File: config.mk
export PLATFORM = sky130hd
export DESIGN_NAME = mem_store_unit_flat
export DESIGN_NICKNAME = d
export VERILOG_FILES = /design/src/rtl/mem_store_unit_if.sv /design/src/rtl/mem_store_unit.sv /design/src/flat_wrapper.sv
export SDC_FILE = /design/constraint.sdc
export NUM_CORES = 1
export LEC_CHECK = 0
export ABC_AREA = 1
export CORE_UTILIZATION = 42
export DETAILED_ROUTE_END_ITERATION = 7
export PLACE_DENSITY = 0.8
export SLEW_MARGIN = 10
export SYNTH_ARGS = -nofsm -noshare
export SYNTH_HDL_FRONTEND = slang
export SYNTH_SLANG_ARGS = --single-unit
File: constraint.sdc
create_clock -name clk -period 2.9 [get_ports clk]
set_input_delay 0.87 -clock clk [delete_from_list [all_inputs] [get_ports clk]]
set_output_delay 0.87 -clock clk [all_outputs]
set_load 0.05 [all_outputs]
File: src/rtl/mem_store_unit_if.sv
// Data-memory write port used by mem_store_unit: word address, lane data, byte enables,
// write strobe and the memory's ready handshake.
interface mem_store_unit_if #(
    parameter int XLEN = 32
);
    logic [XLEN-1:0] mem_addr;
    logic [XLEN-1:0] mem_wdata;
    logic [3:0]      mem_be;
    logic            mem_we;
    logic            mem_ready;

    modport master (
        output mem_addr,
        output mem_wdata,
        output mem_be,
        output mem_we,
        input  mem_ready
    );

    modport slave (
        input  mem_addr,
        input  mem_wdata,
        input  mem_be,
        input  mem_we,
        output mem_ready
    );
endinterface

File: src/rtl/mem_store_unit.sv
// RV32 store unit: positions SB/SH/SW data on byte lanes and writes it over a ready handshake.
// Define STORE_MISALIGNED_SPLIT_EN to split word-crossing stores into two bus writes.
module mem_store_unit #(
    parameter int XLEN         = 32,
    parameter int WAIT_TIMEOUT = 0
) (
    input  logic             clk,
    input  logic             rst,
    input  logic             start,
    input  logic [2:0]       funct3,
    input  logic [XLEN-1:0]  addr,
    input  logic [XLEN-1:0]  wdata,
    output logic             busy,
    output logic             done,
    output logic             misaligned_err,
    output logic             bus_err,
    mem_store_unit_if.master mem
);

    typedef enum logic [1:0] {
        IDLE = 2'd0,
        WR0  = 2'd1,
        WR1  = 2'd2,
        FIN  = 2'd3
    } state_t;

    localparam int CW = (WAIT_TIMEOUT > 1) ? $clog2(WAIT_TIMEOUT) : 1;
    localparam logic [CW-1:0] CNT_LAST = CW'((WAIT_TIMEOUT > 0) ? (WAIT_TIMEOUT - 1) : 0);
    localparam logic TIMEOUT_EN = (WAIT_TIMEOUT > 0);

    state_t          state_r;
    state_t          state_nxt_s;
    logic [29:0]     a_r;
    logic [63:0]     d_r;
    logic [7:0]      e_r;
    logic [CW-1:0]   cnt_r;
    logic            busy_r;
    logic            done_r;
    logic            misaligned_err_r;
    logic            bus_err_r;
    logic [31:0]     mem_addr_r;
    logic [31:0]     mem_wdata_r;
    logic [3:0]      mem_be_r;
    logic            mem_we_r;

    logic [3:0]      m_s;
    logic [7:0]      e_s;
    logic [31:0]     masked_s;
    logic [63:0]     d_s;
    logic            accept_s;
    logic            timeout_s;
    logic            misal_nxt_s;
    logic            bus_err_nxt_s;
    logic            unused_s;

    // Size mask from funct3; the reserved encoding yields no lanes.
    always_comb begin
        m_s = 4'b0000;
        case (funct3[1:0])
            2'b00:   m_s = 4'b0001;
            2'b01:   m_s = 4'b0011;
            2'b10:   m_s = 4'b1111;
            default: m_s = 4'b0000;
        endcase
    end

    // Bytes outside the store size are cleared before shifting onto the 8-lane window.
    assign e_s      = {4'b0000, m_s} << addr[1:0];
    assign masked_s = wdata & {{8{m_s[3]}}, {8{m_s[2]}}, {8{m_s[1]}}, {8{m_s[0]}}};
    assign d_s      = {32'd0, masked_s} << {addr[1:0], 3'b000};

    assign accept_s  = mem_we_r && mem.mem_ready;
    assign timeout_s = TIMEOUT_EN && (cnt_r == CNT_LAST);
    assign unused_s  = &{1'b0, funct3[2], d_r[63:32], e_r[7:4], a_r};

    // Next-state and error-flag selection.
    always_comb begin
        state_nxt_s   = state_r;
        misal_nxt_s   = 1'b0;
        bus_err_nxt_s = 1'b0;
        case (state_r)
            IDLE: begin
                if (start) begin
                    if (funct3[1:0] == 2'b11) begin
                        state_nxt_s = FIN;
                        misal_nxt_s = 1'b1;
                    end
`ifndef STORE_MISALIGNED_SPLIT_EN
                    else if (e_s[7:4] != 4'b0000) begin
                        state_nxt_s = FIN;
                        misal_nxt_s = 1'b1;
                    end
`endif
                    else begin
                        state_nxt_s = WR0;
                    end
                end else begin
                    state_nxt_s = IDLE;
                end
            end
            WR0: begin
                if (accept_s) begin
`ifdef STORE_MISALIGNED_SPLIT_EN
                    if (e_r[7:4] != 4'b0000) begin
                        state_nxt_s = WR1;
                    end else begin
                        state_nxt_s = FIN;
                    end
`else
                    state_nxt_s = FIN;
`endif
                end else if (timeout_s) begin
                    state_nxt_s   = FIN;
                    bus_err_nxt_s = 1'b1;
                end else begin
                    state_nxt_s = WR0;
                end
            end
`ifdef STORE_MISALIGNED_SPLIT_EN
            WR1: begin
                if (accept_s) begin
                    state_nxt_s = FIN;
                end else if (timeout_s) begin
                    state_nxt_s   = FIN;
                    bus_err_nxt_s = 1'b1;
                end else begin
                    state_nxt_s = WR1;
                end
            end
`endif
            FIN:     state_nxt_s = IDLE;
            default: state_nxt_s = IDLE;
        endcase
    end

    // State, captured request, wait counter and all registered outputs.
    always_ff @(posedge clk) begin
        if (rst) begin
            state_r          <= IDLE;
            a_r              <= 30'd0;
            d_r              <= 64'd0;
            e_r              <= 8'd0;
            cnt_r            <= '0;
            busy_r           <= 1'b0;
            done_r           <= 1'b0;
            misaligned_err_r <= 1'b0;
            bus_err_r        <= 1'b0;
            mem_addr_r       <= 32'd0;
            mem_wdata_r      <= 32'd0;
            mem_be_r         <= 4'b0000;
            mem_we_r         <= 1'b0;
        end else begin
            state_r <= state_nxt_s;

            if ((state_r == IDLE) && start) begin
                a_r <= addr[31:2];
                d_r <= d_s;
                e_r <= e_s;
            end

            // Counter restarts on every state entry so each write gets its own budget.
            if (state_nxt_s != state_r) begin
                cnt_r <= '0;
            end else if ((state_r == WR0) || (state_r == WR1)) begin
                cnt_r <= cnt_r + CW'(1);
            end else begin
                cnt_r <= '0;
            end

            busy_r           <= (state_nxt_s != IDLE);
            done_r           <= (state_nxt_s == FIN);
            misaligned_err_r <= misal_nxt_s;
            bus_err_r        <= bus_err_nxt_s;
            mem_we_r         <= (state_nxt_s == WR0) || (state_nxt_s == WR1);

            case (state_nxt_s)
                WR0: begin
                    if (state_r == IDLE) begin
                        mem_addr_r  <= {addr[31:2], 2'b00};
                        mem_wdata_r <= d_s[31:0];
                        mem_be_r    <= e_s[3:0];
                    end
                end
`ifdef STORE_MISALIGNED_SPLIT_EN
                WR1: begin
                    if (state_r == WR0) begin
                        mem_addr_r  <= {a_r + 30'd1, 2'b00};
                        mem_wdata_r <= d_r[63:32];
                        mem_be_r    <= e_r[7:4];
                    end
                end
`endif
                default: mem_be_r <= 4'b0000;
            endcase
        end
    end

    assign busy           = busy_r;
    assign done           = done_r;
    assign misaligned_err = misaligned_err_r;
    assign bus_err        = bus_err_r;
    assign mem.mem_addr   = mem_addr_r;
    assign mem.mem_wdata  = mem_wdata_r;
    assign mem.mem_be     = mem_be_r;
    assign mem.mem_we     = mem_we_r;

endmodule

File: src/flat_wrapper.sv
// flat-port wrapper written by rule: the top's interface ports become plain ports
module mem_store_unit_flat 
#(
    parameter int XLEN         = 32,
    parameter int WAIT_TIMEOUT = 0
)
  (clk, rst, start, funct3, addr, wdata, busy, done, misaligned_err, bus_err, mem_mem_addr, mem_mem_wdata, mem_mem_be, mem_mem_we, mem_mem_ready);
  mem_store_unit_if #(.XLEN(XLEN)) mem_i ();
  input  logic clk;
  input  logic rst;
  input  logic start;
  input  logic [2:0] funct3;
  input  logic [XLEN-1:0] addr;
  input  logic [XLEN-1:0] wdata;
  output logic busy;
  output logic done;
  output logic misaligned_err;
  output logic bus_err;
  output wire logic [$bits(mem_i.mem_addr)-1:0] mem_mem_addr;
  output wire logic [$bits(mem_i.mem_wdata)-1:0] mem_mem_wdata;
  output wire logic [$bits(mem_i.mem_be)-1:0] mem_mem_be;
  output wire logic [$bits(mem_i.mem_we)-1:0] mem_mem_we;
  input wire logic [$bits(mem_i.mem_ready)-1:0] mem_mem_ready;
  assign mem_mem_addr = mem_i.mem_addr;
  assign mem_mem_wdata = mem_i.mem_wdata;
  assign mem_mem_be = mem_i.mem_be;
  assign mem_mem_we = mem_i.mem_we;
  assign mem_i.mem_ready = mem_mem_ready;
  mem_store_unit #(.XLEN(XLEN), .WAIT_TIMEOUT(WAIT_TIMEOUT)) u_core (.clk(clk), .rst(rst), .start(start), .funct3(funct3), .addr(addr), .wdata(wdata), .busy(busy), .done(done), .misaligned_err(misaligned_err), .bus_err(bus_err), .mem(mem_i));
endmodule
Yosys cells after proc, flatten, opt, wreduce, memory -nomap -nowiden. Index checks and enable logic that the tools add are counted.

Register bits after elaboration: 72. Logic and storage cells: 38.

Equal/unequal tests: 7. Shifts and indexed selects: 2. Mux-type cells: 8. Bitwise gates (word level): 4. Reductions and logical operators: 9.

Operators by type and width (count): AND 32 bit (1); left shift 32 x 5 -> 32 bit (1); case mux 4 bit (3 select lines) (1); equality test 2 bit (second input constant) (4); 2-to-1 mux 2 bit (4); left shift 4 x 2 -> 8 bit (1); equality test 2 x 1 -> 1 bit (second input constant) (3); logical NOT 2 bit (2); case mux 2 bit (2 select lines) (1); nonzero test 4 bit (1); inverter 1 bit (3); OR reduction 3 bit (1); 2-to-1 mux 1 bit (2); AND reduction 2 bit (1); nonzero test 2 bit (1); OR reduction 2 bit (1); logical AND 1 bit (1); logical OR 1 bit (1).

Depth between registers and ports, before layout. Gate-level depths: netlist of run 1.

Depth in word-level cells: 11. Depth in mapped cells: 16. Gate-level depth less buffers: 15.

Least setup slack after synthesis of run 1. OpenSTA, ideal clock, no wires.

Path kind: input to register. From: in funct3[0]. To: reg u_core.mem_addr_r[10], in the netlist u_core.mem.mem_addr[10]. Setup time: 116 ps. Arrival time: 2515 ps. Required time: 2784 ps. Path slack: 269 ps. Stages on the path: 15. Buffers on the path: 2. Cells stage by stage: inv_1 -> ha_1 -> nor2_4 -> nand2_1 -> nand3_1 -> nand2_1 -> nand2_1 -> inv_1 -> ha_1 -> nand2_2 -> clkinv_2 -> buf_6 -> buf_6 -> nor2_1 -> nor2_1.

Word-level cells in the longest chain between the ends: 10. Elaborated cells on any way between the ends: 13. Those cells by class: eq/ne (4); shift (1); mux (5); reduce/logical (3).

Ends and longest elaborated chain: start, declared (line flat_wrapper.sv:12) `input logic [2:0] funct3;`; equality test 2 bit, or another cell as far along (line mem_store_unit.sv:59) `case (funct3[1:0])`; case mux 4 bit (3 select lines) (line mem_store_unit.sv:59); left shift 4 x 2 -> 8 bit (line mem_store_unit.sv:68) `assign e_s = {4'b0000, m_s} << addr[1:0];`; nonzero test 4 bit (line mem_store_unit.sv:89) `else if (e_s[7:4] != 4'b0000) begin`; 2-to-1 mux 2 bit (line mem_store_unit.sv:89); 2-to-1 mux 2 bit (*) (line mem_store_unit.sv:84) `if (funct3[1:0] == 2'b11) begin`; 2-to-1 mux 2 bit (*) (line mem_store_unit.sv:83) `if (start) begin`; case mux 2 bit (2 select lines) (*) (line mem_store_unit.sv:81) `case (state_r)`; named net u_core.state_nxt_s[1] (line mem_store_unit.sv:32) `state_t state_nxt_s;`; equality test 2 x 1 -> 1 bit (*) (line mem_store_unit.sv:176) `case (state_nxt_s)`; AND reduction 2 bit (no line) (*); end signal, assigned (line mem_store_unit.sv:179) `mem_addr_r <= {addr[31:2], 2'b00};`; end, declared (line mem_store_unit.sv:41) `logic [31:0] mem_addr_r;`.

Mark *: on every way through the listed nets, which the timed path passes. The rest lies on a longest branch. A chain may end at the register's enable or synchronous reset.

Worst setup path after layout of run 1.
From: in funct3[0]. To: reg u_core.mem_wdata_r[23], in the netlist u_core.mem.mem_wdata[23].

Word-level cells in the longest chain between the ends: 10. Elaborated cells on any way between the ends: 15. Those cells by class: eq/ne (4); shift (2); mux (5); bitwise (1); reduce/logical (3).

Ends and longest elaborated chain: equality test 2 bit, or another cell as far along (line mem_store_unit.sv:59); case mux 4 bit (3 select lines) (line mem_store_unit.sv:59); left shift 4 x 2 -> 8 bit (line mem_store_unit.sv:68); nonzero test 4 bit (line mem_store_unit.sv:89); 2-to-1 mux 2 bit (line mem_store_unit.sv:89); 2-to-1 mux 2 bit (*) (line mem_store_unit.sv:84); 2-to-1 mux 2 bit (*) (line mem_store_unit.sv:83); case mux 2 bit (2 select lines) (*) (line mem_store_unit.sv:81); named net u_core.state_nxt_s[1] (line mem_store_unit.sv:32); equality test 2 x 1 -> 1 bit (*) (line mem_store_unit.sv:176); AND reduction 2 bit (no line) (*); end signal, assigned (line mem_store_unit.sv:180) `mem_wdata_r <= d_s[31:0];`; end, declared (line mem_store_unit.sv:42) `logic [31:0] mem_wdata_r;`.

Marked as above.

==> results.sh, run 1 <==
export IMPL_pwr_share_seq_pct=35.0
export IMPL_clock_sinks=72
export IMPL_wire_length_of_the_first_global_routing_pass_um=15800
export IMPL_numCtsBuffers=9
export IMPL_core_area_um2=7410
export IMPL_clk_root_buffer_cell="clkbuf_8"
export IMPL_cts_hold_buffers_added=0
export IMPL_critical_path_n_buffers_inverters=5
export IMPL_cts_reportedPaths_clkPinSlew_ns=0.08
export IMPL_dp_final_hpwl_um=7030
export IMPL_via_count=3638
export IMPL_share_comb_of_total_power_pct=32.9
export IMPL_grt_max_degree=41
export IMPL_worst_ep_arrival_time_ns=3.00
export IMPL_gpl_final_weighted_congestion=0.877
export IMPL_vdd_drop_max_mv=0.292
export IMPL_htreeDepth=3
export IMPL_pwr_density_cell_nw_per_um2=640
export IMPL_nNetsFinal=695
export IMPL_ant_nets=0
export IMPL_number_of_global_route_vias_before_repair=3329
export IMPL_ys_ff_latch=72
export IMPL_cap_violations=0
export IMPL_finalHoldViolations=0
export IMPL_largest_fanout_on_the_critical_path=19
export IMPL_timing_hold_worst_class="reg -> reg"
export IMPL_p_int_mw=2.14
export IMPL_critical_path_startpoint_type="input port"
export IMPL_ios=144
export IMPL_detailedRoute_firstPassIterationCount=4
export IMPL_syn_cell_area_um2=3300
export IMPL_final_core_utilization_pct=68.7
export IMPL_grt_overflow_total=0
export IMPL_initial_core_util_pct=44.5
export IMPL_p_leak_nw=2.13
export IMPL_worst_clock_skew_ns=0.0113
export IMPL_critical_path_required_ns=3.15
export IMPL_drc=0
export IMPL_worst_slew_margin_rel_pct=29.3
export IMPL_ys_warn_count=0
export IMPL_worst_path_most_repeated_cell="nand2_1"
export IMPL_cpMaxStageDelayCell="clkdlybuf4s50_1"
export IMPL_fin_crit_ns=2.76
export IMPL_clock_network_fraction_of_design_power_pct=32.0
export IMPL_distinct_cell_type_count_after_synthesis=24
export IMPL_layout_common_cells="139 x clkdlybuf4s50_1, 116 x nand2_1, 101 x nor2_1"
export IMPL_critical_path_max_stage_delay_ns=0.48
export IMPL_cp_cell_sequence="clkdlybuf4s50_1 > inv_1 > ha_4 > nor2_4 > nand2_1 > nand3_2 > nand2_1 > nand2_1 > inv_1 > ha_4 > nand2_2 > inv_4 > buf_12 > o21ai_1 > a21oi_1 > nor2_1"
export IMPL_maxClockFrequency_mhz=363
export IMPL_outcome="finished, final reports clean"
export IMPL_layout_commonest_cell="clkdlybuf4s50_1"
export IMPL_avgViaCountPerCell=5.03
export IMPL_switching_power_share_of_the_total_pct=34.2
export IMPL_final_setup_viol_count=0
export IMPL_maxSlewViolCount=0
export IMPL_synth_avg_cell_area_um2=6.87
export IMPL_die_width_um=90.6
export IMPL_layout_drive_gt1_share_pct=7.37
export IMPL_grt_antenna_before_repair=0
export IMPL_drt_wirelength_per_cell_um=13.6
export IMPL_insertion_delay_ns=0.35
export IMPL_place_port_buffers=139
export IMPL_tightest_slew_ns=1.06
export IMPL_finalCritPeriodShare_pct=95.1
export IMPL_power_net_switching_mw=1.11
export IMPL_worstSetupPathType="in -> reg"
export IMPL_antenna_cells=0
export IMPL_clk_path_buf_depth=2
export IMPL_first_drt_iteration_drcs=173
export IMPL_final_wirelength_um=9870
export IMPL_global_route_usage_total_pct=24.2
export IMPL_die_h_um=90.6
export IMPL_cp_end_kind="register"
export IMPL_cts_tree="yes"
export IMPL_ys_seq_area_share_pct=43.7
export IMPL_design_die_area_um2=8200
export IMPL_area_growth_syn_to_layout_pct=54.5
export IMPL_hold_ws_ns=0.466
export IMPL_syn_instance_count=480
export IMPL_row_count=31
export IMPL_timing_critical_path_max_delay_family="buffers and inverters"
[flip-flops by register name, indices dropped and copies added (netlist names)]
| signal | count |
|---|---|
| u_core.state_r | 2 |
| u_core.busy | 1 |
| u_core.mem.mem_we | 1 |
| u_core.mem.mem_be | 4 |
| u_core.misaligned_err | 1 |
| u_core.done | 1 |
| u_core.mem.mem_addr | 30 |
| u_core.mem.mem_wdata | 32 |
[cells in the mapped netlist]
cell	n	area share, %
a21oi_1	29	4.4
a22oi_1	2	0.46
buf_1	2	0.23
buf_2	6	0.91
buf_4	7	1.6
buf_6	5	1.7
buf_8	1	0.46
clkbuf_1	11	1.3
clkinv_2	1	0.15
conb_1	1	0.11
dfxtp_1	72	44
ha_1	5	1.9
inv_1	20	2.3
inv_2	1	0.11
inv_4	1	0.19
nand2_1	116	13
nand2_2	1	0.19
nand3_1	43	6.5
nand4_1	1	0.19
nor2_1	101	12
nor2_2	3	0.57
nor2_4	3	1.0
o21ai_0	46	7.0
o21ai_1	2	0.30
[power groups by stage]
| stage | Clock [mW] | Sequential, mW | Combinational, mW |
|---|---|---|---|
| finish | 1.04 | 1.14 | 1.07 |
| global route | 1.12 | 1.15 | 1.14 |
| CTS | 1.06 | 1.14 | 1.05 |
| detailed placement | 0 | 1.16 | 1.04 |
| global placement | 0 | 1.16 | 1.03 |
| floorplan | 0 | 1.50 | 0.343 |
[layout make-up]
| type | instances | area [um^2] |
|---|---|---|
| fill | 628 | 2320 |
| multi-input combinational | 355 | 1600 |
| timing repair buffer | 158 | 1580 |
| sequential | 72 | 1440 |
| clock buffer | 11 | 131 |
| clock inverter | 5 | 129 |
| tap | 99 | 124 |
| inverter | 23 | 91.3 |
[worst register-to-register path, cell delays in order (launching register included)]
cell and delay, ns:
dfxtp_1 0.41, inv_1 0.08, nand2_1 0.16, nor2_1 0.08, nand2_1 0.09, nand2_1 0.07
inv_1 0.12, ha_4 0.16, nand2_2 0.10, inv_4 0.12, buf_12 0.15, o21ai_1 0.08
a21oi_1 0.15, nor2_1 0.06
[layer usage]
layer,wire [um],global-route usage (%),vias to the layer above
li1,-,-,1802
met1,4360,30.3,1625
met2,4510,39.5,190
met3,761,5.81,21
met4,231,10.5,0
met5,0,0,-
[path summary, 6_finish.rpt]
path,from,end,slack [ns],depth (start not counted)
min,u_core.mem.mem_wdata[30],u_core.mem.mem_wdata[30],0.47,2
min reg2reg,u_core.mem.mem_wdata[30],u_core.mem.mem_wdata[30],0.47,2
max,funct3[0],u_core.mem.mem_wdata[23],0.14,16
max reg2reg,u_core.state_r[1],u_core.mem.mem_wdata[23],0.97,13
[timing repair]
action	in CTS	in global routing
setup endpoints to repair	0	62
resized for setup	0	8
setup buffers	0	0
[cell families after synthesis]
group           Yosys count  synth area share (%)
compound gates           79                  12.1
fa+ha+maj                 5                  1.90
buf+inv                  55                  8.88
flops                    72                  43.7
other cells               1                 0.114
simple gates            268                  33.2
[per-stage QoR]
stage	worst slack, ns	cells	power, mW	setup TNS, ns	area (um^2)
finish	0.143	723	3.26	0	5090
global route	-0.00162	723	3.42	-0.00162	5090
CTS	0.00611	722	3.25	0	5020
detailed placement	-0.360	706	2.21	-18.93	4760
global placement	-0.276	706	2.19	-14.75	4760
floorplan	0.269	482	1.84	0	3300
(Power assumes the default switching activity.)
==> run 2, diff against run 1 <==
--- a/config.mk
+++ b/config.mk
@@ -6,9 +6,12 @@
 export NUM_CORES = 1
 export LEC_CHECK = 0
 export ABC_AREA = 1
-export CORE_UTILIZATION = 42
+export CELL_PAD_IN_SITES_DETAIL_PLACEMENT = 1
+export CELL_PAD_IN_SITES_GLOBAL_PLACEMENT = 2
+export CORE_UTILIZATION = 21
+export CTS_CLUSTER_SIZE = 25
 export DETAILED_ROUTE_END_ITERATION = 7
-export PLACE_DENSITY = 0.8
+export PLACE_DENSITY_LB_ADDON = 0.1
 export SLEW_MARGIN = 10
 export SYNTH_ARGS = -nofsm -noshare
 export SYNTH_HDL_FRONTEND = slang
==> run 2 against run 1 <==
Net effect:
- clock-buffer cell count is 1 higher
- via count is 2.3% lower
- sequential cell count stayed put
- cell area is 6.4% higher
- setup slack better by 0.051 ns
- total power is 8.1% higher
- wire length is 24% higher
- non-clock buffer count is 13 higher
- utilization is 33 points lower
- register-to-register slack better by 0.06 ns
- clock power is 20% higher
- combinational power is 6% higher
- critical path type unchanged
- critical endpoint is now u_core.mem.mem_addr[11]
==> results.sh, run 2 (synthesis gave the netlist of run 1 again) <==
export IMPL_outcome="finished, final reports clean"
export IMPL_fin_total_pwr_mw=3.52
export IMPL_final_setup_viol_count=0
export IMPL_design_die_area_um2=16200
export IMPL_vdd_drop_max_mv=0.260
export IMPL_cts_tree="yes"
export IMPL_rsz0062_at_grt="no"
export IMPL_power_net_switching_mw=1.21
export IMPL_cts_hold_buffers_added=0
export IMPL_grt_max_degree=31
export IMPL_numCtsBuffers=9
export IMPL_maxClockFrequency_mhz=370
export IMPL_area_growth_syn_to_layout_pct=64.3
export IMPL_postLayoutCellArea_um2=5420
export IMPL_layout_commonest_cell="clkdlybuf4s50_1"
export IMPL_grt_antenna_before_repair=0
export IMPL_p_int_mw=2.31
export IMPL_largest_fanout_on_the_critical_path=21
export IMPL_first_drt_iteration_drcs=110
export IMPL_timing_hold_worst_class="reg -> reg"
export IMPL_core_area_um2=15300
export IMPL_cpMaxStageDelayCell="clkdlybuf4s50_1"
export IMPL_layout_common_cells="139 x clkdlybuf4s50_1, 116 x nand2_1, 101 x nor2_1"
export IMPL_die_h_um=127
export IMPL_clk_path_buf_depth=2
export IMPL_finalCritPeriodShare_pct=93.3
export IMPL_place_port_buffers=139
export IMPL_setup_tns_final_ns=0
export IMPL_ios=144
export IMPL_worst_path_most_repeated_cell="nand2_1"
export IMPL_htreeDepth=3
export IMPL_critical_path_required_ns=3.13
export IMPL_drc=0
export IMPL_fin_crit_ns=2.71
export IMPL_cp_cell_sequence="clkdlybuf4s50_1 > inv_1 > ha_4 > nor2_4 > nand2_1 > nand3_1 > nand2_1 > nand2_1 > inv_2 > ha_4 > nand2_4 > buf_6 > buf_12 > o21ai_0 > nor2_1"
export IMPL_cp_end_kind="register"
export IMPL_worst_slew_margin_rel_pct=62.0
export IMPL_tightest_slew_ns=0.568
export IMPL_timing_critical_path_max_delay_family="buffers and inverters"
export IMPL_seq_area_um2=1440
export IMPL_worst_clock_skew_ns=0.00366
export IMPL_nNetsFinal=708
export IMPL_die_width_um=127
export IMPL_critical_path_max_stage_delay_ns=0.47
export IMPL_hold_path_end="u_core.mem.mem_be[1]"
export IMPL_ff2ff_path_depth=12
export IMPL_worstSetupPathType="in -> reg"
export IMPL_r2r_end="u_core.mem.mem_addr[11]"
export IMPL_switching_power_share_of_the_total_pct=34.2
export IMPL_clk_root_buffer_cell="clkbuf_16"
export IMPL_maxSlewViolCount=0
export IMPL_insertion_delay_ns=0.34
export IMPL_share_comb_of_total_power_pct=32.0
export IMPL_detailed_place_area_um2=5010
export IMPL_avgViaCountPerCell=4.19
export IMPL_pwr_density_cell_nw_per_um2=650
export IMPL_number_of_global_route_vias_before_repair=3651
export IMPL_dp_final_hpwl_um=9340
export IMPL_min_path_cells=2
export IMPL_clock_sinks=72
export IMPL_worst_ep_arrival_time_ns=2.93
export IMPL_gpl_final_weighted_congestion=0.754
export IMPL_final_core_utilization_pct=35.5
export IMPL_regToRegStartpoint="u_core.state_r[0]"
export IMPL_global_route_usage_total_pct=15.5
export IMPL_cap_violations=0
export IMPL_multiInputGateArea_um2=1610
export IMPL_fill_cells=1843
export IMPL_largest_register_ff_count=32
export IMPL_row_count=45
export IMPL_min_delay_start="u_core.mem.mem_be[1]"
export IMPL_critical_path_startpoint_type="input port"
export IMPL_cts_reportedPaths_clkPinSlew_ns=0.06
export IMPL_detailedRoute_firstPassIterationCount=4
export IMPL_p_leak_nw=2.22
export IMPL_grt_overflow_total=0
export IMPL_clock_network_fraction_of_design_power_pct=35.6
export IMPL_wire_length_of_the_first_global_routing_pass_um=19400
export IMPL_reg2reg_slack_ns=1.03
export IMPL_initial_core_util_pct=21.6
export IMPL_antenna_cells=0
export IMPL_critical_path_n_buffers_inverters=5
export IMPL_pwr_share_seq_pct=32.4
export IMPL_drt_wirelength_per_cell_um=14.4
export IMPL_hold_ws_ns=0.462
export IMPL_via_count=3554
export IMPL_layout_drive_gt1_share_pct=9.73
export IMPL_finalHoldViolations=0
export IMPL_ant_nets=0
export IMPL_final_wirelength_um=12200
[run 2: cell count changes in the layout (fill, tap and decap cells not counted), moves of 2 or more]
cell | previous run | this run
buf_4 | 14 | 26
bufinv_16 | 4 | 2
clkbuf_16 | 1 | 9
clkbuf_8 | 9 | 2
o21ai_0 | 46 | 32
o21ai_1 | 2 | 15
[run 2: area by class of cell]
type,count,share of cell area (%)
Timing Repair Buffer,171,30.9
Multi-Input combinational cell,355,29.8
Sequential cell,72,26.6
Tap cell,211,4.88
Clock buffer,12,4.74
Inverter,23,1.73
Clock inverter,4,1.41
[run 2: metal layers]
layer	GRT usage (%)	share of wire (%)
met3	3.02	4.7
met1	20.6	49
met5	0	0
met2	24.8	44
met4	5.88	1.3
[run 2: how the worst max path moves through the flow]
| stage | from | to | cells past startpoint |
|---|---|---|---|
| after CTS | funct3[0] | u_core.mem.mem_wdata[19] | 16 |
| after global routing | funct3[0] | u_core.mem.mem_wdata[27] | 17 |
| after global placement | funct3[0] | u_core.mem.mem_addr[18] | 15 |
| after detailed placement | funct3[0] | u_core.mem.mem_addr[8] | 15 |
| after floorplan | funct3[0] | u_core.mem.mem_addr[10] | 15 |
| final | funct3[0] | u_core.mem.mem_addr[11] | 15 |
[run 2: power groups by stage]
stage | registers, mW | logic [mW] | clock network [mW]
final | 1.14 | 1.13 | 1.25
after global routing | 1.15 | 1.21 | 1.34
after CTS | 1.14 | 1.12 | 1.30
after global placement | 1.16 | 1.10 | 0
after floorplan | 1.50 | 0.343 | 0
after detailed placement | 1.16 | 1.11 | 0
[run 2: repair_timing]
| action | CTS | global route |
|---|---|---|
| pin swaps | 0 | 1 |
| resized for setup | 5 | 22 |
| setup buffers | 0 | 1 |
| endpoints found under the setup margin | 45 | 56 |
[run 2: metrics by stage]
stage / std cells / setup WS [ns]
after global routing: 848 / 0.0160
final: 848 / 0.194
after CTS: 847 / 0.0216
after detailed placement: 831 / -0.417
after global placement: 831 / -0.343
after floorplan: 482 / 0.269
[run 2: worst register-to-register path: stages (launching register included)]
cell     delay, ns
dfxtp_1       0.41
inv_1         0.09
nand2_1       0.17
nor2_1        0.08
nand2_1       0.09
nand2_1       0.08
inv_2         0.09
ha_4          0.15
nand2_4       0.07
buf_6         0.15
buf_12        0.15
o21ai_0       0.17
nor2_1        0.05
==> RTL edit: new RTL, flow settings as in run 2 <==
The option `STORE_MISALIGNED_SPLIT_EN` is turned on by a define.
--- a/src/rtl/mem_store_unit.sv
+++ b/src/rtl/mem_store_unit.sv
@@ -1,5 +1,7 @@
 // RV32 store unit: positions SB/SH/SW data on byte lanes and writes it over a ready handshake.
 // Define STORE_MISALIGNED_SPLIT_EN to split word-crossing stores into two bus writes.
+`define STORE_MISALIGNED_SPLIT_EN
+
 module mem_store_unit #(
     parameter int XLEN         = 32,
     parameter int WAIT_TIMEOUT = 0
Formal check against the unedited RTL: not equivalent (Yosys sat finds a counterexample within 4 cycles, from zero or initial values and one cycle with rst high).
==> RTL edit against run 2 <==
Design area increased by 76%; clock skew increased by 0.011 ns; worst setup slack got worse by 0.035 ns; sequential cell count increased by 57; routed wire length increased by 120%; die area increased by 96%; synthesized area increased by 98%; critical path type unchanged; largest cell class is now multi-input gates; global-route usage increased by 1.7 points; power increased by 93%.
==> RTL edit: results (changes against run 2) <==
outcome=complete, no violations; list of most frequent post-synthesis cells=nand2_1, dfxtp_1, nor2_1, a21oi_1, o21ai_0; leading post-synthesis cells by cell area=dfxtp_1, nand2_1, a21oi_1, nor2_1, o21ai_0; WL met2=12.4 mm (+130%); Initial DRC Count=268 (+140%); Max VDD drop=0.456 mV (+75%); largest net degree at the start of global routing=57 (+84%); first-pass GRT wire length=41.3 mm (+110%); H-Tree Depth=4 (+1); unique cell type count in the Yosys netlist=37 (+54%); vias in the first global route=7196 (+97%); fillers=3711 (+100%); met3 wire len=696 um (+20%); CP Data Arrival Time=3.03 ns (+0.10 ns); DR WL/cell=17.5 um (+21%); normalized max-slew margin=0.577 (-0.0429); skew final=0.0148 ns (+0.0111 ns); total clock buffers created by CTS=17 (+8); NumNets Final=1211 (+71%); routed length on met1=13.3 mm (+120%); Seq/Total Area, Yosys=0.396 (-0.0417); Leakage Power=3.67 nW (+65%); dpl hpwl=19.2 mm (+110%); critical path fanouts, max=9 (-57%); worst skew pair latency=0.43 ns (+0.09 ns)
## RTL edit: cell families after synthesis
group,after synthesis,synth area share
adders and majority gates,10,0.0192
buffers and inverters,134,0.0861
DFF,129,0.396
AOI/OAI and AO/OA,259,0.220
other,1,0.000575
and+or+nand+nor,401,0.253
muxes,7,0.0107
xor gates and xnor gates,11,0.0148
## RTL edit: per-stage QoR
stage	setup TNS, ns	util	cell area, sq um	instances
2_1_floorplan	0	-	6540	954
3_3_place_gp	-19.08	0.288	8790	1499
3_5_place_dp	-20.70	0.288	8790	1499
4_1_cts	0	0.307	9390	1531
5_1_grt	0	0.312	9540	1539
6_report	0	0.312	9540	1539
## RTL edit: layer usage
layer,GRT usage,vias up
li1,-,3486
met1,0.229,3241
met2,0.289,121
met3,0.0262,26
met4,0.0448,0
met5,0,-
## RTL edit: area by class of cell
type,count,area share
Tap cell,396,0.0519
Inverter,78,0.0307
Timing Repair Buffer,213,0.223
Clock inverter,13,0.0159
Clock buffer,19,0.0464
Sequential cell,129,0.271
Multi-Input combinational cell,691,0.361
## RTL edit: worst paths after layout
kind / start / end / slack, ns / cells after the start
hold reg to reg: u_core.mem.mem_addr[24] / u_core.mem.mem_addr[24] / 0.46 / 2
hold / removal: u_core.mem.mem_addr[24] / u_core.mem.mem_addr[24] / 0.46 / 2
setup reg to reg: u_core.state_r[0] / u_core.mem.mem_be[0] / 0.52 / 13
setup / recovery: start / u_core.mem.mem_be[0] / 0.16 / 13
## RTL edit: power breakdown
part | switching [mW] | internal [mW]
clock network | 0.925 | 1.30
logic | 1.52 | 0.900
registers | 0.153 | 2.01
## RTL edit: critical path, cell delays in order
cell             delay [ns]
clkdlybuf4s50_1        0.43
nand2_2                0.10
buf_4                  0.11
nor2_1                 0.04
nor3_2                 0.22
inv_1                  0.12
buf_4                  0.15
ha_1                   0.30
inv_1                  0.12
buf_4                  0.20
o21ai_0                0.12
a22oi_1                0.17
nor2_1                 0.05
## RTL edit: timing repair
item                       4_1_cts  5_1_grt
hold endpoints to repair         0        0
setup endpoints to repair        0       55
resized for setup                0       11
buffers inserted                 0        5
